### src/rtl/cla_adder_pkg.sv
// Shared constants and the flat sum-of-products carry helper for the CLA adder.
// Pure compile-time content; no logic of its own.
package cla_adder_pkg;

    localparam int unsigned DEF_WIDTH = 32;
    localparam int unsigned DEF_SIZE  = 4;
    localparam int unsigned MAX_SIZE  = 8;

    // Carry into bit n of a group: g[n-1] | p[n-1]&g[n-2] | ... | p[n-1..0]&c0.
    // Expanded as independent product terms so no carry ripples between bits.
    function automatic logic la_carry(input logic [MAX_SIZE-1:0] g,
                                      input logic [MAX_SIZE-1:0] p,
                                      input int                  n,
                                      input logic                c0);
        logic acc;
        logic pp;
        acc = 1'b0;
        pp  = 1'b1;
        for (int j = MAX_SIZE - 1; j >= 0; j--) begin
            if (j < n) begin
                acc = acc | (pp & g[j]);
                pp  = pp & p[j];
            end
        end
        return acc | (pp & c0);
    endfunction

endpackage

### src/rtl/cla_adder_if.sv
// Operand/result bundle for the CLA adder; master drives a/b/cin, slave returns s/cout.
// No handshake: every cycle carries a new operand set.
interface cla_adder_if
    import cla_adder_pkg::*;
#(
    parameter int unsigned WIDTH = DEF_WIDTH
);
    logic [WIDTH-1:0] a;
    logic [WIDTH-1:0] b;
    logic             cin;
    logic [WIDTH-1:0] s;
    logic             cout;

    modport master (output a, output b, output cin, input s, input cout);
    modport slave  (input a, input b, input cin, output s, output cout);
endinterface

### src/rtl/cla_group.sv
// SIZE-bit lookahead unit: sum bits plus group generate/propagate, fully combinational.
// Zero latency, no flow control.
module cla_group
    import cla_adder_pkg::*;
#(
    parameter int unsigned SIZE = DEF_SIZE
) (
    input  logic [SIZE-1:0] a,
    input  logic [SIZE-1:0] b,
    input  logic            c_in,
    output logic [SIZE-1:0] sum,
    output logic            grp_g,
    output logic            grp_p
);

    logic [SIZE-1:0]     g;
    logic [SIZE-1:0]     p;
    logic [SIZE-1:0]     c;
    logic [MAX_SIZE-1:0] g_ext;
    logic [MAX_SIZE-1:0] p_ext;

    always_comb begin
        g     = a & b;
        p     = a ^ b;
        g_ext = MAX_SIZE'(g);
        p_ext = MAX_SIZE'(p);
        c     = '0;
        for (int i = 0; i < int'(SIZE); i++) begin
            c[i] = la_carry(g_ext, p_ext, i, c_in);
        end
        sum   = p ^ c;
        // Group generate is the carry out of the group with a zero carry-in.
        grp_g = la_carry(g_ext, p_ext, int'(SIZE), 1'b0);
        grp_p = &p;
    end

endmodule

### src/rtl/cla_adder.sv
// Two-level carry-lookahead adder {cout,s} = a + b + cin, result registered once.
// Latency 1 cycle, one operand set per cycle, never stalls.
module cla_adder
    import cla_adder_pkg::*;
#(
    parameter int unsigned WIDTH = DEF_WIDTH,
    parameter int unsigned SIZE  = DEF_SIZE
) (
    input  logic          clk,
    input  logic          rst_n,
    cla_adder_if.slave    bus
);

    localparam int unsigned NGRP = WIDTH / SIZE;

    if ((WIDTH == 0) || (WIDTH % SIZE != 0)) begin : g_bad_width
        $error("cla_adder: WIDTH must be a positive multiple of SIZE");
    end
    if ((SIZE < 2) || (SIZE > MAX_SIZE)) begin : g_bad_size
        $error("cla_adder: SIZE must be in 2..8");
    end

    logic [NGRP-1:0]  gg;
    logic [NGRP-1:0]  gp;
    logic [NGRP:0]    gc;
    logic [WIDTH-1:0] sum_c;

    for (genvar k = 0; k < NGRP; k++) begin : g_grp
        cla_group #(.SIZE(SIZE)) u_grp (
            .a     (bus.a[k*SIZE +: SIZE]),
            .b     (bus.b[k*SIZE +: SIZE]),
            .c_in  (gc[k]),
            .sum   (sum_c[k*SIZE +: SIZE]),
            .grp_g (gg[k]),
            .grp_p (gp[k])
        );
    end

    // Second lookahead level: each group carry is its own flat product-term OR
    // over all lower groups and cin, so no carry ripples group to group.
    always_comb begin
        logic acc;
        logic pp;
        gc    = '0;
        gc[0] = bus.cin;
        for (int k = 0; k < int'(NGRP); k++) begin
            acc = 1'b0;
            pp  = 1'b1;
            for (int j = k; j >= 0; j--) begin
                acc = acc | (pp & gg[j]);
                pp  = pp & gp[j];
            end
            gc[k+1] = acc | (pp & bus.cin);
        end
    end

    always_ff @(posedge clk or negedge rst_n) begin
        if (!rst_n) begin
            bus.s    <= '0;
            bus.cout <= 1'b0;
        end else begin
            bus.s    <= sum_c;
            bus.cout <= gc[NGRP];
        end
    end

endmodule

### src/flat_wrapper.sv
// flat-port wrapper written by rule: the top's interface ports become plain ports
module cla_adder_flat import cla_adder_pkg::*;
#(
    parameter int unsigned WIDTH = DEF_WIDTH,
    parameter int unsigned SIZE  = DEF_SIZE
)
  (clk, rst_n, bus_a, bus_b, bus_cin, bus_s, bus_cout);
  cla_adder_if #(.WIDTH(WIDTH)) bus_i ();
  input  logic clk;
  input  logic rst_n;
  input wire logic [$bits(bus_i.a)-1:0] bus_a;
  input wire logic [$bits(bus_i.b)-1:0] bus_b;
  input wire logic [$bits(bus_i.cin)-1:0] bus_cin;
  output wire logic [$bits(bus_i.s)-1:0] bus_s;
  output wire logic [$bits(bus_i.cout)-1:0] bus_cout;
  assign bus_i.a = bus_a;
  assign bus_i.b = bus_b;
  assign bus_i.cin = bus_cin;
  assign bus_s = bus_i.s;
  assign bus_cout = bus_i.cout;
  cla_adder #(.WIDTH(WIDTH), .SIZE(SIZE)) u_core (.clk(clk), .rst_n(rst_n), .bus(bus_i));
endmodule
### config.mk
export PLATFORM = sky130hd
export DESIGN_NAME = cla_adder_flat
export DESIGN_NICKNAME = d
export VERILOG_FILES = /design/src/rtl/cla_adder_pkg.sv /design/src/rtl/cla_adder_if.sv /design/src/rtl/cla_group.sv /design/src/rtl/cla_adder.sv /design/src/flat_wrapper.sv
export SDC_FILE = /design/constraint.sdc
export NUM_CORES = 1
export LEC_CHECK = 0
export CAP_MARGIN = 20
export CORE_MARGIN = 4
export CORE_UTILIZATION = 40
export CTS_CLUSTER_SIZE = 30
export DETAILED_ROUTE_END_ITERATION = 6
export HOLD_SLACK_MARGIN = 0.08
export PLACE_DENSITY = 0.8
export SETUP_SLACK_MARGIN = 0.2
export SYNTH_ARGS = -nofsm -noshare
export SYNTH_HDL_FRONTEND = slang
export SYNTH_HIERARCHICAL = 1
export SYNTH_SLANG_ARGS = --single-unit
export TNS_END_PERCENT = 10
### constraint.sdc
create_clock -name clk -period 0.8 [get_ports clk]
set_input_delay 0.12 -clock clk [delete_from_list [all_inputs] [get_ports clk]]
set_output_delay 0.12 -clock clk [all_outputs]
set_load 0.005 [all_outputs]
After elaboration in Yosys (flattened, before gate mapping)
Index checks and enable logic that the tools add are counted.

Register bits after elaboration: 33. Input port bits: 67. Output and inout bits: 33. Logic and storage cells: 318.

Bitwise gates (word level): 308. Reduce and logical (&&, ||, !) cells: 8.

Operator list (count): 1-bit bitwise AND (176); 1-bit bitwise OR (108); 4-bit bitwise XOR (16); 4-bit bitwise AND (8); 4-bit AND reduction (8).

Longest topological paths before layout
Gate-level depths: netlist of run 1.

Depth in word-level cells: 16. Mapped depth: 11. Depth with buffers taken out: 11.

Modules after synthesis
The synthesis of run 1 kept the hierarchy.

Modules (own cells, without submodules): cla_group (instances 8, cells an instance 21, area each 170.2 sq um, sequential area each 0.0 sq um); cla_adder (instances 1, cells an instance 49, area each 938.4 sq um, sequential area each 825.8 sq um).

Worst setup path after synthesis of run 1
No wires, ideal clock.

Path kind: input -> register. Start point: input bus_a[6]. End point: register u_core.bus.s[20]. Setup time: 64 ps. Arrival time: 2150 ps. Data required time: 736 ps. Setup slack: -1414 ps. Cell stages on the path: 11. Path buffers: 0. Cell sequence: ha_1 > a21oi_1 > nand2_1 > a21o_1 > a211oi_2 > o21bai_1 > a21o_1 > a21o_1 > inv_1 > fa_1 > inv_1.

Longest elaborated chain between the ends: 10. Elaborated cells on any way between the ends: 20. Those cells by class: bitwise (19); reduce/logical (1).

RTL lines: from (decl) (line flat_wrapper.sv:11) `input wire logic [$bits(bus_i.a)-1:0] bus_a;`; 4-bit bitwise AND / 4-bit bitwise XOR (equally long branches) (line cla_group.sv:23, cla_group.sv:24); 1-bit bitwise AND, on equally long branches (line cla_adder_pkg.sv:21, cla_adder_pkg.sv:22); 1-bit bitwise OR, or another cell as far along (line cla_adder_pkg.sv:21) `acc = acc | (pp & g[j]);`; 1-bit bitwise OR / 1-bit bitwise AND (equally long branches) (line cla_adder_pkg.sv:21); 1-bit bitwise OR * (line cla_adder_pkg.sv:21); via u_core.gg[1] (line cla_adder.sv:23) `logic [NGRP-1:0] gg;`; 1-bit bitwise AND * (line cla_adder.sv:50) `acc = acc | (pp & gg[j]);`; 1-bit bitwise OR * (2 in series) (line cla_adder.sv:50); 1-bit bitwise OR * (line cla_adder.sv:53) `gc[k+1] = acc | (pp & bus.cin);`; via u_core.gc[5] (line cla_adder.sv:25) `logic [NGRP:0] gc;`; 4-bit bitwise XOR * (line cla_group.sv:31) `sum = p ^ c;`; via u_core.sum_c[20] (line cla_adder.sv:26) `logic [WIDTH-1:0] sum_c;`; to (signal assigned) (line cla_adder.sv:62) `bus.s <= sum_c;`; to (decl) (line cla_adder_if.sv:15) `modport slave (input a, input b, input cin, output s, output cout);`.

Mark *: on every way through the listed nets, which the timed path passes. The rest lies on a longest branch.

Worst setup path in the final report of run 1
Start point: input bus_a[2]. End point: register u_core.bus.s[28].

Longest elaborated chain between the ends: 9. Elaborated cells on any way between the ends: 17. Those cells by class: bitwise (16); reduce/logical (1).

RTL lines (line): 4-bit bitwise AND / 4-bit bitwise XOR (equally long branches) (cla_group.sv:23, cla_group.sv:24); 1-bit bitwise AND, on equally long branches (cla_adder_pkg.sv:21, cla_adder_pkg.sv:22); 1-bit bitwise OR, or another cell as far along (cla_adder_pkg.sv:21); 1-bit bitwise OR / 1-bit bitwise AND (equally long branches) (cla_adder_pkg.sv:21); 1-bit bitwise OR * (cla_adder_pkg.sv:21); via u_core.gg[0] (cla_adder.sv:23); 1-bit bitwise AND * (cla_adder.sv:50); 1-bit bitwise OR * (cla_adder.sv:50); 1-bit bitwise OR * (cla_adder.sv:53); via u_core.gc[7] (cla_adder.sv:25); 4-bit bitwise XOR * (cla_group.sv:31); via u_core.sum_c[28] (cla_adder.sv:26).

Marks and branches as above.

==> results of run 1 <==
[state kept, by name (all words and copies together), names as in the netlist]
signal and cells:
u_core/bus.s 32, u_core/bus.cout 1
[final cells by class]
cell class / count / area share
clock buffer: 8 / 0.01900
inverter: 32 / 0.02850
multi-input combinational: 152 / 0.4185
sequential: 33 / 0.1959
tap: 72 / 0.02137
timing repair buffer: 174 / 0.3167
[how the worst max path moves through the flow]
stage,depth (start not counted),from,end,slack (ns)
global route,12,bus_a[2],u_core/bus.s[28],-1.33
floorplan,11,bus_a[2],u_core/bus.s[20],-1.19
CTS,12,bus_b[6],u_core/bus.s[20],-1.17
detailed placement,12,bus_a[2],u_core/bus.s[20],-1.81
global placement,12,bus_a[2],u_core/bus.s[20],-1.72
finish,12,bus_a[2],u_core/bus.s[28],-1.27
[logic make-up after synthesis]
family                     synth area share
DFF                                  0.3591
buffers and inverters               0.05223
AOI/OAI and AO/OA                    0.1458
adders and majority gates            0.2437
xor gates and xnor gates            0.09140
and+or+nand+nor                      0.1077
[cells in the final DEF, fill, tap and decap left out, types with 11 or more instances in the layout]
cell type        synthesis  final
dlygate4sd2_1            0     24
clkbuf_2                 0     32
inv_1                   32     24
ha_4                     0     22
a21o_1                  21     21
dfrtp_1                 33     33
buf_2                    0     12
a21oi_2                  8     12
buf_4                    0     71
nand3_1                 16     11
xnor2_1                 16     16
clkdlybuf4s50_1          0     16
[layer usage]
layer / wire, µm / up-vias / global-route usage
li1: - / 1116 / -
met1: 2771 / 1119 / 0.2108
met2: 4159 / 83 / 0.4100
met3: 387 / 12 / 0.04837
met4: 111 / 0 / 0.04971
met5: 0 / - / 0
[critical path, delay by kind of cell]
kind	cells	cell delay, ns
AO/OA/AOI/OAI	5	1.10
adder cells (fa/ha/maj)	2	0.67
buffers and inverters	3	0.22
AND/OR/NAND/NOR	2	0.17
[what timing repair did]
action	4_1_cts	5_1_grt
hold endpoints to repair	33	0
setup endpoints to repair	66	66
resized for setup	193	72
buffers inserted	19	7
hold buffers	1	0
pin swaps	60	45
[report_power, final]
part	total (µW)	leakage, µW	internal (µW)	switching [µW]
logic	2800	0.00170	1580	1230
clock network	1210	0.0000395	618	591
registers	2120	0.000385	2020	100
[stage by stage]
stage	setup TNS, ns	std cells
after CTS	-33.14	464
after global routing	-35.59	471
after floorplan	-26.28	217
after global placement	-50.03	436
after detailed placement	-52.63	436
final	-32.63	471
==> impl_metrics.env, run 1 <==
export IMPL_cts_max_level=2
export IMPL_grt_max_degree=34
export IMPL_ys_seq_elements=33
export IMPL_fill_cells=386
export IMPL_cts_buffers=5
export IMPL_slew_limit_headroom=0.8430
export IMPL_totalWireLength_um=7430
export IMPL_placed_area_um2=3909
export IMPL_path_class="input port to flip-flop"
export IMPL_gr_total_overflow=0
export IMPL_die_y_um=83.83
export IMPL_setup_viol=63
export IMPL_port_buffers=99
export IMPL_crit_path_max_fanout=3
export IMPL_rsz0062_at_grt="true"
export IMPL_synth_cell_types=21
export IMPL_hold_slack_ns=0.1806
export IMPL_nNetsFinal=505
export IMPL_max_stage_delay_ns=0.43
export IMPL_synth_async_reset_ratio=1.000
export IMPL_fin_util=0.7608
export IMPL_die_area_um2=7027
export IMPL_clock_root_buffer="clkbuf_8"
export IMPL_final_antenna_net_count=0
export IMPL_cts_tree="yes"
export IMPL_die_w_um=83.83
export IMPL_p_leak_uw=0.002120
export IMPL_p_per_area_nw_per_um2=1456
export IMPL_finalCritPeriodShare=2.583
export IMPL_drive_above_1_share=0.5063
export IMPL_start_util=0.4151
export IMPL_globalplace_congestion=0.8140
export IMPL_worstSetupStartpointType="input port"
export IMPL_hold_viol_final=0
export IMPL_synth_top_cell_area_share=0.3591
export IMPL_synth_seq_area_share=0.3591
export IMPL_path_clk_slew_ns=0.07
export IMPL_crit_required_ns=1.02
export IMPL_worst_pin_slew_ns=0.2348
export IMPL_fmax_mhz=483.9
export IMPL_hp_start="bus_b[6]"
export IMPL_first_pass_iters=4
export IMPL_slew_viol_final=0
export IMPL_synth_most_common_cell="dfrtp_1"
export IMPL_syn_to_final_growth_pct=83.30
export IMPL_path_cells="buf_6 -> ha_4 -> a21oi_2 -> nand2_1 -> a21o_1 -> a211oi_4 -> nor2_1 -> a41o_1 -> a21o_1 -> inv_2 -> fa_2 -> inv_2"
export IMPL_via_per_inst=4.947
export IMPL_core_area_um2=5540
export IMPL_multiInputGateArea_um2=1764
export IMPL_synth_edf_count=0
export IMPL_endpoint_kind="flip-flop"
export IMPL_synthTopCellsByArea="dfrtp_1, ha_1, fa_1, a21o_1, xnor2_1"
export IMPL_synth_area_leader_cell="dfrtp_1"
export IMPL_worstHoldPathCells=3
export IMPL_detail_route_wl_per_cell_um=15.77
export IMPL_n_antenna_cell=0
export IMPL_finalWorstPathRequiredPeriod_ns=2.067
export IMPL_place_ws_ns=-1.807
export IMPL_pin_count=100
export IMPL_worstPathArrival_ns=2.29
export IMPL_ys_flop_type="dfrtp_1"
export IMPL_status="complete, but fails checks"
export IMPL_design_area_um2=4215
export IMPL_drtIter0Drc=54
export IMPL_drv_cap=0
export IMPL_antenna_found_initial=0
export IMPL_vdd_ir_drop_max_v=0.0007832
export IMPL_hpwl_um=5316
export IMPL_vias=2330
export IMPL_netlist_area_um2=2300
export IMPL_violations="setup timing"
export IMPL_slowest_stage="fa_2"
export IMPL_setup_ws_ns=-1.267
export IMPL_synth_fp_nets=324
export IMPL_hold_class="input port to flip-flop"
export IMPL_seq_area_um2=825.8
export IMPL_synth_avg_cell_area_um2=10.60
export IMPL_grt_pass1_wl_um=11680
export IMPL_clkSinkCount=33
export IMPL_max_clock_path_buffers=2
export IMPL_first_global_vias=2577
export IMPL_holdPathEnd="u_core/bus.s[6]"
export IMPL_postSynthCellCount=217
export IMPL_drc=0
export IMPL_grt_use_total=0.2052
export IMPL_yosys_warnings=6
export IMPL_synth_commonest_cells="dfrtp_1, ha_1, inv_1"
export IMPL_rows=27
export IMPL_p_total_uw=6136
Note: power is estimated with default switching activity, not from simulation.
==> run 2: changes to the inputs <==
--- a/config.mk
+++ b/config.mk
@@ -10,7 +10,7 @@
 export CORE_UTILIZATION = 40
 export CTS_CLUSTER_SIZE = 30
 export DETAILED_ROUTE_END_ITERATION = 6
-export HOLD_SLACK_MARGIN = 0.08
+export HOLD_SLACK_MARGIN = 0.1
 export PLACE_DENSITY = 0.8
 export SETUP_SLACK_MARGIN = 0.2
 export SYNTH_ARGS = -nofsm -noshare
==> constraint.sdc (replaced) <==
create_clock -name clk -period 2.2 [get_ports clk]
set_input_delay 0.33 -clock clk [delete_from_list [all_inputs] [get_ports clk]]
set_output_delay 0.33 -clock clk [all_outputs]
set_load 0.005 [all_outputs]
==> run 2 against run 1 <==
Effect of this change: the flow still finishes with violations (setup timing); clock-buffer cell count down 3; via count is 3.9% lower; flip-flop and latch count did not move; non-clock buffer count down 9; first-iteration DRC count down 17%; cell area increased by 1.6%; critical path depth is the same; clock power decreased by 63%; total power shrank 62%; wire length fell by 12%; highest routed layer unchanged.
==> impl_metrics.env, run 2 (synthesis results as in run 1) <==
export IMPL_status="complete, but fails checks"
export IMPL_violations="setup timing"
export IMPL_path_clk_slew_ns=0.07
export IMPL_hpwl_um=4897
export IMPL_crit_cells=12
export IMPL_path_class="input port to flip-flop"
export IMPL_port_buffers=99
export IMPL_cts_max_level=2
export IMPL_hold_class="input port to asynchronous set/reset pin"
export IMPL_startpoint="bus_a[2]"
export IMPL_max_stage_delay_ns=0.43
export IMPL_largest_reg_flops=32
export IMPL_largest_registers="u_core/bus.s (32), u_core/bus.cout (1)"
export IMPL_first_global_vias=2450
export IMPL_rsz0062_at_grt="true"
export IMPL_critical_path_buf_inv_count=3
export IMPL_final_antenna_net_count=0
export IMPL_cts_buffers=5
export IMPL_worstSetupStartpointType="input port"
export IMPL_layoutNonFillerInstCount=462
export IMPL_crit_family="compound AO/OA/AOI/OAI gates"
export IMPL_power_switching_uw=688.8
export IMPL_die_area_um2=7027
export IMPL_worstPathArrival_ns=2.47
export IMPL_max_clock_path_buffers=2
export IMPL_antenna_found_initial=0
export IMPL_setup_viol=1
export IMPL_detail_route_wl_per_cell_um=14.13
export IMPL_first_pass_iters=4
export IMPL_placed_area_um2=3854
export IMPL_p_per_area_nw_per_um2=542.3
export IMPL_max_flop_register="u_core/bus.s"
export IMPL_vias=2240
export IMPL_p_comb_frac=0.472
export IMPL_grt_max_degree=34
export IMPL_clock_root_buffer="clkbuf_8"
export IMPL_pwr_share_clk=0.193
export IMPL_die_y_um=83.83
export IMPL_crit_end="u_core/bus.s[28]"
export IMPL_power_switching_fraction=0.2966
export IMPL_p_int_uw=1633
export IMPL_drc=0
export IMPL_syn_to_final_growth_pct=86.18
export IMPL_p_leak_uw=0.002080
export IMPL_slew_viol_final=0
export IMPL_pin_count=100
export IMPL_crit_path_max_fanout=3
export IMPL_nNetsFinal=496
export IMPL_drv_cap=0
export IMPL_final_common_cell="buf_4"
export IMPL_core_area_um2=5540
export IMPL_setup_ws_ns=-0.04016
export IMPL_start_util=0.4151
export IMPL_path_cells="buf_6 -> ha_4 -> a21oi_4 -> nand2_1 -> a21o_1 -> a211oi_2 -> nor2_1 -> a41o_1 -> a21o_1 -> inv_2 -> fa_2 -> inv_2"
export IMPL_clkSinkCount=33
export IMPL_finalCritPeriodShare=1.018
export IMPL_rows=27
export IMPL_hold_viol_final=0
export IMPL_worst_pin_slew_ns=0.7532
export IMPL_cts_hold_buf=0
export IMPL_grt_use_total=0.1890
export IMPL_n_antenna_cell=0
export IMPL_slowest_stage="fa_2"
export IMPL_cts_tree="yes"
export IMPL_crit_required_ns=2.43
export IMPL_gr_total_overflow=0
export IMPL_p_seq_frac=0.335
export IMPL_endpoint_kind="flip-flop"
export IMPL_globalplace_congestion=0.8387
export IMPL_totalWireLength_um=6528
export IMPL_most_common_layout_cells="buf_4, clkdlybuf4s50_1, dlygate4sd2_1, dfrtp_1, inv_1"
export IMPL_vdd_ir_drop_max_v=0.0002738
export IMPL_slew_limit_headroom=0.4979
export IMPL_place_inst=432
export IMPL_fmax_mhz=446.4
export IMPL_drive_above_1_share=0.3897
export IMPL_finalWorstPathRequiredPeriod_ns=2.240
export IMPL_drtIter0Drc=45
export IMPL_die_w_um=83.83
export IMPL_design_area_um2=4282
export IMPL_via_per_inst=4.848
export IMPL_grt_pass1_wl_um=10940
==> run 2: area by class of cell <==
| type | instances | area [µm²] |
|---|---|---|
| multi-input cells | 152 | 1738 |
| repair buffers | 165 | 1419 |
| fillers | 382 | 1259 |
| flip-flops and latches | 33 | 825.8 |
| inverters | 32 | 122.6 |
| well taps | 72 | 90.09 |
| clock buffers | 5 | 68.82 |
| clock inverters | 3 | 17.52 |
==> run 2: power groups by stage <==
stage	Clock (µW)	Combinational [µW]	Sequential (µW)
floorplan	0	379	800
global placement	0	958	785
detailed placement	0	988	788
CTS	460	1050	779
global route	482	1190	794
finish	448	1100	777
==> run 2: per-stage QoR <==
| step | hold WS (ns) | total power, µW | worst slack (ns) | setup TNS [ns] | util |
|---|---|---|---|---|---|
| floorplan | 0.03441 | 1180 | -0.004154 | -0.004154 | - |
| global placement | 0.4367 | 1743 | -0.5666 | -9.044 | 0.6956 |
| detailed placement | 0.4410 | 1776 | -0.6304 | -10.48 | 0.6956 |
| CTS | 0.1342 | 2291 | 0.01210 | 0 | 0.7565 |
| global route | 0.1629 | 2469 | -0.1566 | -0.5246 | 0.7728 |
| finish | 0.1117 | 2322 | -0.04016 | -0.04016 | 0.7728 |
==> run 2: what timing repair did <==
action / in CTS / in global routing
gates resized for setup: 104 / 30
pin swaps: 39 / 56
hold endpoints to repair: 0 / 0
setup endpoints to repair: 27 / 20
buffers inserted: 17 / 5
==> run 2: per-layer routing <==
layer  vias up  GRT usage  wire length, µm  share of wire
li1       1099          -                -              -
met1      1074     0.2052             2524           0.39
met2        63     0.3666             3639           0.56
met3         4    0.04245              309          0.047
met4         0    0.04532               55         0.0084
met5         -          0                0              0
==> run 2: worst min-delay path by stage <==
| stage | startpoint | end | slack (ns) | cells past startpoint |
|---|---|---|---|---|
| after floorplan | rst_n | u_core/bus.cout | 0.03 | 0 |
| after global placement | rst_n | u_core/bus.s[5] | 0.44 | 1 |
| after detailed placement | rst_n | u_core/bus.s[4] | 0.44 | 1 |
| after CTS | rst_n | u_core/bus.s[4] | 0.13 | 1 |
| after global routing | rst_n | u_core/bus.s[2] | 0.16 | 1 |
| final | rst_n | u_core/bus.s[4] | 0.11 | 1 |
==> run 3: changes to the inputs <==
--- a/config.mk
+++ b/config.mk
@@ -7,11 +7,11 @@
 export LEC_CHECK = 0
 export CAP_MARGIN = 20
 export CORE_MARGIN = 4
-export CORE_UTILIZATION = 40
-export CTS_CLUSTER_SIZE = 30
+export CORE_UTILIZATION = 39
+export CTS_CLUSTER_SIZE = 12
 export DETAILED_ROUTE_END_ITERATION = 6
 export HOLD_SLACK_MARGIN = 0.1
-export PLACE_DENSITY = 0.8
+export PLACE_DENSITY = 0.81
 export SETUP_SLACK_MARGIN = 0.2
 export SYNTH_ARGS = -nofsm -noshare
 export SYNTH_HDL_FRONTEND = slang
==> constraint.sdc (replaced) <==
create_clock -name clk -period 1.9 [get_ports clk]
set_input_delay 0.285 -clock clk [delete_from_list [all_inputs] [get_ports clk]]
set_output_delay 0.285 -clock clk [all_outputs]
set_load 0.005 [all_outputs]
==> run 3 against run 2 <==
Effect of this change: sequential power grew 15%; core utilization grew 0.073 points; critical path depth shrank 2; combinational power grew 22%; the flow still finishes with violations (setup timing); cell area grew 1.3%; non-clock buffer count is the same; worst setup slack lost 0.23 ns; die area grew 2.3%.
==> impl_metrics.env, run 3 (synthesis results as in run 1) <==
export IMPL_max_stage_delay_ns=0.53
export IMPL_first_pass_iters=4
export IMPL_hold_slack_ns=0.4748
export IMPL_slew_viol_final=0
export IMPL_p_leak_uw=0.002076
export IMPL_die_y_um=84.79
export IMPL_cts_buffers=5
export IMPL_final_common_cell="buf_4"
export IMPL_largest_reg_flops=32
export IMPL_startpoint="bus_b[3]"
export IMPL_crit_path_max_fanout=3
export IMPL_max_clock_path_buffers=2
export IMPL_grt_pass1_wl_um=11990
export IMPL_globalplace_congestion=0.8056
export IMPL_slowest_stage="fa_2"
export IMPL_totalWireLength_um=7708
export IMPL_crit_end="u_core/bus.s[20]"
export IMPL_drtIter0Drc=71
export IMPL_cts_max_level=2
export IMPL_die_w_um=84.79
export IMPL_cts_tree="yes"
export IMPL_fill_cells=366
export IMPL_path_class="input port to flip-flop"
export IMPL_finalCritPeriodShare=1.143
export IMPL_vias=2303
export IMPL_nNetsFinal=496
export IMPL_start_util=0.4101
export IMPL_most_common_layout_cells="buf_4, clkdlybuf4s50_1, dfrtp_1, dlygate4sd2_1, inv_1"
export IMPL_fmax_mhz=460.4
export IMPL_multiInputGateArea_um2=1793
export IMPL_via_per_inst=4.985
export IMPL_crit_required_ns=2.08
export IMPL_core_area_um2=5608
export IMPL_setup_ws_ns=-0.2722
export IMPL_worstSetupStartpointType="input port"
export IMPL_endpoint_kind="flip-flop"
export IMPL_slew_limit_headroom=0.4778
export IMPL_seq_area_um2=825.8
export IMPL_syn_to_final_growth_pct=88.63
export IMPL_fin_util=0.7735
export IMPL_vdd_ir_drop_max_v=0.0003195
export IMPL_violations="setup timing"
export IMPL_clkSinkCount=33
export IMPL_hpwl_um=5256
export IMPL_detail_route_wl_per_cell_um=16.68
export IMPL_clock_root_buffer="clkbuf_8"
export IMPL_hold_viol_final=0
export IMPL_layoutNonFillerInstCount=462
export IMPL_largest_registers="u_core/bus.s (32), u_core/bus.cout (1)"
export IMPL_pin_count=100
export IMPL_place_inst=433
export IMPL_p_total_uw=2755
export IMPL_final_antenna_net_count=0
export IMPL_worstPathArrival_ns=2.35
export IMPL_rsz0062_at_grt="true"
export IMPL_path_cells="dlygate4sd2_1 -> ha_4 -> and4_4 -> a211oi_4 -> o21bai_1 -> a21o_1 -> a21o_1 -> inv_2 -> fa_2 -> inv_2"
export IMPL_hp_start="bus_a[22]"
export IMPL_p_per_area_nw_per_um2=635.1
export IMPL_port_buffers=99
export IMPL_finalWorstPathRequiredPeriod_ns=2.172
export IMPL_antenna_found_initial=0
export IMPL_hold_class="input port to flip-flop"
export IMPL_placed_area_um2=3874
export IMPL_max_flop_register="u_core/bus.s"
export IMPL_setup_viol=19
export IMPL_drv_cap=0
export IMPL_grt_max_degree=34
export IMPL_gr_total_overflow=0
export IMPL_first_global_vias=2680
export IMPL_n_antenna_cell=0
export IMPL_grt_use_total=0.2089
export IMPL_rows=27
export IMPL_path_clk_slew_ns=0.07
export IMPL_drc=0
export IMPL_drive_above_1_share=0.4103
export IMPL_worst_pin_slew_ns=0.7833
export IMPL_status="complete, but fails checks"
export IMPL_design_area_um2=4338
export IMPL_die_area_um2=7189
-- run 3: where the power goes --
part	switching, µW	internal, µW
Sequential	45.8	851
Combinational	531	806
Clock	268	253
Total	845	1910
-- run 3: worst min path at each step --
stage	to	slack, ns	cells past startpoint
final	u_core/bus.s[23]	0.47	5
after global routing	u_core/bus.s[2]	0.48	4
after CTS	u_core/bus.s[1]	0.45	4
after detailed placement	u_core/bus.s[9]	0.40	1
after global placement	u_core/bus.s[9]	0.40	1
after floorplan	u_core/bus.cout	-0.01	0
-- run 3: timing repair --
item	4_1_cts	5_1_grt
resized for setup	116	34
endpoints found under the setup margin	29	29
buffers inserted	16	4
pin swaps	57	37
hold endpoints to repair	27	0
hold buffers	1	0
-- run 3: routing by layer --
metal  vias up  track usage  routed length (µm)
li1       1100            -                   -
met2        87       0.4043                4300
met1      1094       0.2154                2840
met3        22      0.04122                 342
met5         -            0                   0
met4         0      0.08777                 224
-- run 3: worst max-delay path: cells and delay by family --
family                   cells  cell delay (ns)
adder cells (fa/ha/maj)      2             0.81
AO/OA/AOI/OAI                4             0.66
buffers and inverters        3             0.36
AND/OR/NAND/NOR              1             0.24
-- run 3: per-stage QoR --
step | worst slack [ns] | TNS, ns
after detailed placement | -0.8527 | -18.01
after floorplan | -0.2592 | -1.663
after global placement | -0.8032 | -16.82
final | -0.2722 | -2.699
after global routing | -0.3141 | -4.060
after CTS | -0.2907 | -2.295
-- run 3: cell type report --
type                            instances  area share
Timing Repair Buffer                  165      0.3279
Sequential cell                        33      0.1904
Tap cell                               72     0.02077
Clock inverter                          3    0.004038
Clock buffer                            5     0.01586
Inverter                               32     0.02769
Multi-Input combinational cell        152      0.4133
